<file path="config.mk">
export PLATFORM = sky130hd
export DESIGN_NAME = sipo_frame_rx
export DESIGN_NICKNAME = d
export VERILOG_FILES = /design/src/rtl/sipo_frame_rx.sv
export SDC_FILE = /design/constraint.sdc
export NUM_CORES = 1
export LEC_CHECK = 0
export CORE_UTILIZATION = 46
export CTS_CLUSTER_DIAMETER = 50
export CTS_CLUSTER_SIZE = 24
export DETAILED_ROUTE_END_ITERATION = 8
export PLACE_DENSITY_LB_ADDON = 0.3
export SLEW_MARGIN = 20
export SYNTH_ARGS = -nofsm -noshare
export SYNTH_HDL_FRONTEND = slang
export SYNTH_SLANG_ARGS = --single-unit
</file>
<file path="constraint.sdc">
create_clock -name clk -period 1.2 [get_ports clk]
set_input_delay 0.36 -clock clk [delete_from_list [all_inputs] [get_ports clk]]
set_output_delay 0.36 -clock clk [all_outputs]
set_load 0.01 [all_outputs]
</file>
<file path="src/rtl/sipo_frame_rx.sv">
// Framed serial receiver: start bit, DATA_W data bits LSB-first, optional even parity, stop bit.
// Parity support is compiled in with the SIPO_RX_PARITY_EN macro.
module sipo_frame_rx #(
  parameter int DATA_W = 8
) (
  input  logic              clk,
  input  logic              rst,
  input  logic              serial_in,
  input  logic              bit_en,
  output logic [DATA_W-1:0] data_out,
  output logic              data_valid,
  input  logic              data_ready,
  output logic              busy,
  output logic              frame_err,
  output logic              parity_err,
  output logic              overrun
);

  localparam int CNT_W = $clog2(DATA_W + 1);

`ifdef SIPO_RX_PARITY_EN
  typedef enum logic [1:0] {IDLE, DATA, PARITY, STOP} state_t;
`else
  typedef enum logic [1:0] {IDLE, DATA, STOP} state_t;
`endif

  state_t              state_reg, state_next;
  logic [CNT_W-1:0]    cnt_reg, cnt_next;
  logic [DATA_W-1:0]   shreg_reg, shreg_next;
  logic [DATA_W-1:0]   data_out_reg, data_out_next;
  logic                data_valid_reg, data_valid_next;
  logic                frame_err_reg, frame_err_next;
  logic                parity_err_reg, parity_err_next;
  logic                overrun_reg, overrun_next;
  logic                par_bad;

`ifdef SIPO_RX_PARITY_EN
  logic                par_bad_reg, par_bad_next;
  assign par_bad = par_bad_reg;
`else
  assign par_bad = 1'b0;
`endif

  always_comb begin
    state_next      = state_reg;
    cnt_next        = cnt_reg;
    shreg_next      = shreg_reg;
    data_out_next   = data_out_reg;
    // Handshake runs every cycle, independent of bit_en.
    data_valid_next = data_valid_reg & ~data_ready;
    frame_err_next  = 1'b0;
    parity_err_next = 1'b0;
    overrun_next    = 1'b0;
`ifdef SIPO_RX_PARITY_EN
    par_bad_next    = par_bad_reg;
`endif
    if (bit_en) begin
      case (state_reg)
        IDLE: begin
          if (!serial_in) begin
            state_next = DATA;
            cnt_next   = '0;
          end
        end
        DATA: begin
          shreg_next = {serial_in, shreg_reg[DATA_W-1:1]};
          cnt_next   = cnt_reg + CNT_W'(1);
          if (cnt_reg == CNT_W'(DATA_W - 1)) begin
`ifdef SIPO_RX_PARITY_EN
            state_next = PARITY;
`else
            state_next = STOP;
`endif
          end
        end
`ifdef SIPO_RX_PARITY_EN
        PARITY: begin
          // Even parity: XOR over data and parity bit must be 0.
          par_bad_next = ^{shreg_reg, serial_in};
          state_next   = STOP;
        end
`endif
        STOP: begin
          state_next = IDLE;
          if (!serial_in) begin
            frame_err_next = 1'b1;
          end else if (par_bad) begin
            parity_err_next = 1'b1;
          end else if (!data_valid_reg || data_ready) begin
            data_out_next   = shreg_reg;
            data_valid_next = 1'b1;
          end else begin
            overrun_next = 1'b1;
          end
        end
        default: state_next = IDLE;
      endcase
    end
  end

  always_ff @(posedge clk) begin
    if (rst) begin
      state_reg      <= IDLE;
      cnt_reg        <= '0;
      shreg_reg      <= '0;
      data_out_reg   <= '0;
      data_valid_reg <= 1'b0;
      frame_err_reg  <= 1'b0;
      parity_err_reg <= 1'b0;
      overrun_reg    <= 1'b0;
`ifdef SIPO_RX_PARITY_EN
      par_bad_reg    <= 1'b0;
`endif
    end else begin
      state_reg      <= state_next;
      cnt_reg        <= cnt_next;
      shreg_reg      <= shreg_next;
      data_out_reg   <= data_out_next;
      data_valid_reg <= data_valid_next;
      frame_err_reg  <= frame_err_next;
      parity_err_reg <= parity_err_next;
      overrun_reg    <= overrun_next;
`ifdef SIPO_RX_PARITY_EN
      par_bad_reg    <= par_bad_next;
`endif
    end
  end

  assign data_out   = data_out_reg;
  assign data_valid = data_valid_reg;
  assign busy       = (state_reg != IDLE);
  assign frame_err  = frame_err_reg;
  assign parity_err = parity_err_reg;
  assign overrun    = overrun_reg;

endmodule

</file>
==> parameters.txt, run 1 <==
Parameter                              Value

Outcome
  Status    complete, but fails checks
  Violated checks    negative setup slack

Setup path
  Reg-to-reg startpoint    state_reg[0]
  Critical path startpoint category    flip-flop
  Buffering stage count on the worst path with inverters included    1
  Maximum cell stage delay along the critical path    0.34 ns
  Startpoint-to-endpoint class of the critical path    reg2out
  Critical path endpoint category    output pin
  Critical Path Slowest Stage Cell    sky130_fd_sc_hd__dfxtp_2
  Crit path cell chain    or2_4 > buf_6
  CP max FO    2
  Arrival time of data at the critical path endpoint    1.00 ns
  Data required, critical path    roughly 0.84 ns
  Crit path launch    state_reg[0]
  Worst path top cell family by delay    flip-flops
  Flop2flop setup slack    -0.13 ns

Detailed routing
  Detailed Route Iter0 Violations    6
  Count of antenna-violating nets left after detailed routing    0
  Post-route DRC    0
  Drt total wl    a little under 2000 um
  Routed length per instance    approximately 12 um
  Post-DR vias/cell    approximately 5.0
  Vias after detailed routing    810
  Length of the first detailed-routing pass in iterations    4

Die
  Horizontal die dimension    between 50 and 60 um
  Core Region    roughly 2200 um2
  Die boundary height    50.2 um
  Cell Rows    17
  Floorplan die area    2520 um2
  Initial cell density of the core    around half
  IO Count    18

STA
  Fmax achieved    ~0.73 GHz
  Crit path time final    ~1.4 ns
  Setup ws final    -0.165 ns
  Finish-stage setup viols    10
  Clk_skew    between 0.003 and 0.004 ns
  Setup repair after global routing missed its margin    yes
  Final count of pins violating max slew    0
  Post-route fraction of the period consumed by the critical path    114%
  Final hold vios    0

Global routing
  Total Routing Usage GR    between 10% and 20%
  Maximum number of pins on one net before global-route repair    30
  Wire length of the first global-routing pass    approximately 3100 um
  Antenna violations before repair    0
  Vias in the first global route    716
  Total congestion overflow    0

Clock tree
  Worst-path clk slew    about 0.13 ns
  Clock latency at the later pin of the worst-skew pair    about 0.3 ns
  CTS max path bufs    2
  Clock H-tree levels    1
  Clock root buffer master    sky130_fd_sc_hd__clkbuf_4
  Cts bufs inserted    3
  Clock sink count    25
  Clock tree from TritonCTS    done

Flow run
  Number of maximum-capacitance constraint violations    0

Logic synthesis
  Number of distinct library cells after synthesis    27
  Netlist area before placement    around 1100 um2
  Async set-reset flop share out of synthesis    0%
  Yosys warning count    0
  Yosys reg bits    25
  Number of enable-type register cells in the synthesized netlist    0
  Mean instance size in the synthesized netlist    a little under 10 um2
  Most common flop cell mapped by yosys    sky130_fd_sc_hd__dfxtp_1
  Portion of the post-synthesis area used by sequential elements    a little under half
  Instance count of the mapped netlist    109
  Syn nets    115

Place
  Placed cell area    between 1000 and 1500 um2
  Detailed placer's ending HPWL    ~1400 um
  Placer's final routability congestion estimate    0.795
  Number of placed instances with taps included    157
  # port buffers    16

Layout
  Leading cell type in the layout, fill and taps excluded    sky130_fd_sc_hd__nand2b_1
  Finished Cell Area    about 1400 um2
  Count of placed standard cells in the final layout, fillers left out    approximately 160
  Fraction of layout instances using a drive strength above 1    34.8%
  Net total in the final layout    142
  Growth of design area from synthesis to finish    26.5%
  Ant. Diodes    0
  Most frequent cells in the layout    17 x sky130_fd_sc_hd__nand2b_1, 16 x sky130_fd_sc_hd__mux2i_1, 13 x sky130_fd_sc_hd__dfxtp_1

Worst hold path
  Hold Crit Start    data_out[7]
  Class of the most critical hold timing path    reg2reg

Pwr
  Peak supply drop    between 600 and 700 uV
  Leak pwr    0.573 nW
  Power Dens Cells    roughly 970 nW/um2
worst min-delay path, delay by kind of cell (launching register included):
kind / cells / cell delay, ns
mux: 1 / 0.06
simple gates: 1 / 0.06
flops: 1 / 0.34
layer usage:
layer / wire length (um) / track usage [%] / vias to the layer above
li1: - / - / 420
met1: 839 / 17.8 / 374
met2: 1010 / 29.8 / 12
met3: 62 / 1.82 / 4
met4: 25 / 7.14 / 0
met5: 0 / 0 / -
cell usage after synthesis, types with 2 or more instances:
master | number | area (um2)
sky130_fd_sc_hd__dfxtp_1 | 25 | 500
sky130_fd_sc_hd__nor2b_1 | 4 | 25.0
sky130_fd_sc_hd__buf_4 | 2 | 15.0
sky130_fd_sc_hd__nor2_1 | 8 | 30.0
sky130_fd_sc_hd__mux2i_1 | 16 | 160
sky130_fd_sc_hd__a21oi_1 | 5 | 25.0
sky130_fd_sc_hd__buf_2 | 2 | 10.0
sky130_fd_sc_hd__o21ai_0 | 6 | 30.0
sky130_fd_sc_hd__nand3_1 | 2 | 10.0
sky130_fd_sc_hd__nand4b_1 | 3 | 26.3
sky130_fd_sc_hd__nand2b_1 | 17 | 106
sky130_fd_sc_hd__nor3b_1 | 2 | 15.0
sky130_fd_sc_hd__clkbuf_1 | 3 | 11.3
worst paths after layout:
kind	to	cells past startpoint
setup / recovery	busy	2
hold / removal	data_out[7]	2
setup reg to reg	data_out[5]	5
hold reg to reg	data_out[7]	2
stage by stage:
| step | setup WS, ns | util [%] | TNS [ns] | power [W] | hold slack [ns] |
|---|---|---|---|---|---|
| after floorplan | -0.00666 | - | -0.00666 | 0.000916 | 0.452 |
| after global placement | -0.531 | 60.1 | -11.15 | 0.000966 | 0.460 |
| after detailed placement | -0.596 | 60.1 | -11.92 | 0.000967 | 0.462 |
| after CTS | -0.156 | 59.8 | -0.872 | 0.00131 | 0.478 |
| after global routing | -0.212 | 61.2 | -1.90 | 0.00136 | 0.496 |
| final | -0.165 | 61.2 | -1.02 | 0.00131 | 0.480 |
what timing repair did:
item,4_1_cts,5_1_grt
hold endpoints to repair,0,0
gates cloned,0,1
buffers inserted,1,0
hold buffers,0,0
setup endpoints to repair,36,24
pin swaps,1,1
gates resized for setup,61,9
kinds of logic (layout without fill, tap and decap cells):
family | count (synthesis) | after routing | share of synthesized area (%)
and+or+nand+nor | 45 | 45 | 26.6
DFF | 25 | 25 | 46.8
muxes | 16 | 16 | 15.0
AOI/OAI and AO/OA | 13 | 13 | 6.43
buffers and inverters | 8 | 34 | 3.74
adders and majority gates | 1 | 1 | 1.17
other | 1 | 1 | 0.351
where the power goes:
| group | switching (W) | total [W] | internal (W) |
|---|---|---|---|
| registers | 0.00000395 | 0.000839 | 0.000835 |
| clock network | 0.000225 | 0.000355 | 0.000129 |
| logic | 0.0000527 | 0.000117 | 0.0000643 |
final cells by class:
cell class / instances / area, um2
fill: 200 / 858
multi-input combinational: 76 / 549
sequential: 25 / 515
timing repair buffer: 29 / 224
tap: 28 / 35.0
clock buffer: 4 / 26.3
inverter: 1 / 3.75
(Power assumes the default switching activity.)
==> run 2, diff against run 1 <==
- CAP_MARGIN: default -> 20
- CORE_UTILIZATION: 46 -> 54
- DONT_BUFFER_PORTS: default -> 1
- SLEW_MARGIN: 20 -> default
==> parameters.txt, run 2 (synthesized netlist as in run 1, its figures left out) <==
Parameter                              Value

Place
  Detailed placer's ending HPWL    between 1000 and 1500 um
  Placer's final routability congestion estimate    a little under 0.8
  # port buffers    0

STA
  Fmax achieved    approximately 0.73 GHz
  Post-route fraction of the period consumed by the critical path    113%
  Final count of pins violating max slew    0
  Setup ws final    -0.161 ns
  Final hold vios    0
  Worst Hold Margin    roughly 0.1 ns
  Crit path time final    ~1.4 ns
  Setup repair after global routing missed its margin    yes
  Clk_skew    roughly 0.0035 ns
  Finish-stage setup viols    18

Setup path
  Crit path launch    state_reg[0]
  Reg-to-reg startpoint    state_reg[0]
  CP max FO    2
  Critical path startpoint category    flip-flop
  Critical Path Slowest Stage Cell    sky130_fd_sc_hd__dfxtp_2
  Startpoint-to-endpoint class of the critical path    reg2out
  Arrival time of data at the critical path endpoint    1.00 ns
  Maximum cell stage delay along the critical path    around 0.34 ns
  Crit path cell chain    buf_4 > or2_4
  Critical path endpoint category    output pin
  Data required, critical path    0.84 ns
  Worst Reg2Reg Path Length in Cells    5

Pwr
  Power Dens Cells    ~1000 nW/um2
  Peak supply drop    between 600 and 700 uV
  Overall power of the completed layout    0.00128 W
  Leak pwr    about 0.48 nW

Layout
  Final Core Density    68.8%
  Number of filler cells placed in the layout    approximately 150
  Fraction of layout instances using a drive strength above 1    roughly a fifth
  Leading cell type in the layout, fill and taps excluded    sky130_fd_sc_hd__dfxtp_1
  Net total in the final layout    ~130
  Ant. Diodes    0
  Growth of design area from synthesis to finish    14.6%
  Most frequent cells in the layout    22 x sky130_fd_sc_hd__dfxtp_1, 17 x sky130_fd_sc_hd__nand2b_1, 16 x sky130_fd_sc_hd__mux2i_1

Die
  Floorplan die area    about 2200 um2
  Die boundary height    between 40 and 50 um
  IO Count    18
  Core Region    ~1800 um2
  Cell Rows    15
  Horizontal die dimension    46.5 um
  Initial cell density of the core    between 60% and 70%

Clock tree
  Worst-path clk slew    ~0.13 ns
  CTS max path bufs    2
  Clock root buffer master    sky130_fd_sc_hd__clkbuf_4
  Clock latency at the later pin of the worst-skew pair    approximately 0.30 ns
  Cts bufs inserted    3
  Clock tree from TritonCTS    done
  Clock sink count    25
  Clock H-tree levels    1

Global routing
  Total congestion overflow    0
  Total Routing Usage GR    a little under a fifth
  Maximum number of pins on one net before global-route repair    34
  Vias in the first global route    699
  Wire length of the first global-routing pass    2840 um
  Antenna violations before repair    0

Detailed routing
  Detailed Route Iter0 Violations    7
  Count of antenna-violating nets left after detailed routing    0
  Vias after detailed routing    roughly 750
  Post-DR vias/cell    between 5 and 6
  Post-route DRC    0
  Length of the first detailed-routing pass in iterations    4
  Drt total wl    ~1900 um
  Routed length per instance    12.9 um

Outcome
  Status    complete, but fails checks
  Violated checks    negative setup slack

Worst hold path
  Class of the most critical hold timing path    in2reg
  Number of cells on the worst hold path    1
  Hold Crit Start    rst

Flow run
  Number of maximum-capacitance constraint violations    0
==> run 2: layer usage <==
layer | share of wire (%) | global-route usage (%)
met5 | 0 | 0
met4 | 0.76 | 7.06
met3 | 3.1 | 4.71
met2 | 53 | 35.3
met1 | 43 | 19.5
==> run 2: layout make-up <==
cell class                      instances  area [um2]  area share, %
Multi-Input combinational cell         76         544           44.4
Sequential cell                        25         507           41.3
Timing Repair Buffer                   13         114           9.29
Tap cell                               25        31.3           2.55
Clock buffer                            4        26.3           2.14
Inverter                                1        3.75          0.306
==> run 2: power by group <==
group | internal [W] | switching, W | leakage, nW
logic | 0.0000489 | 0.0000309 | 0.261
registers | 0.000834 | 0.00000355 | 0.203
clock network | 0.000129 | 0.000232 | 0.0150
==> run 2: worst max-delay path, delay by kind of cell (launching register included) <==
kind | cells | cell delay, ns
simple gates | 1 | 0.23
flops | 1 | 0.34
buf+inv | 1 | 0.12
==> run 2: stage by stage <==
step                cells  setup slack (ns)  TNS [ns]  cell area [um2]
floorplan             109          -0.00666  -0.00666             1080
global placement      136            0.0318         0             1150
detailed placement    136           -0.0137   -0.0137             1150
CTS                   144            -0.171    -0.775             1220
global route          144            -0.195     -2.04             1230
finish                144            -0.161     -1.16             1230
==> run 2: worst paths after layout <==
path / slack [ns] / end
max reg2reg: -0.11 / data_out[3]
max: -0.16 / busy
min reg2reg: 0.49 / data_out[0]
min: 0.1 / state_reg[1]
==> run 2: what timing repair did <==
item | in CTS | in global routing
endpoints found under the setup margin | 5 | 22
hold buffers | 0 | 0
endpoints found under the hold margin | 0 | 0
buffers inserted | 4 | 0
pin swaps | 3 | 0
gates resized for setup | 5 | 5
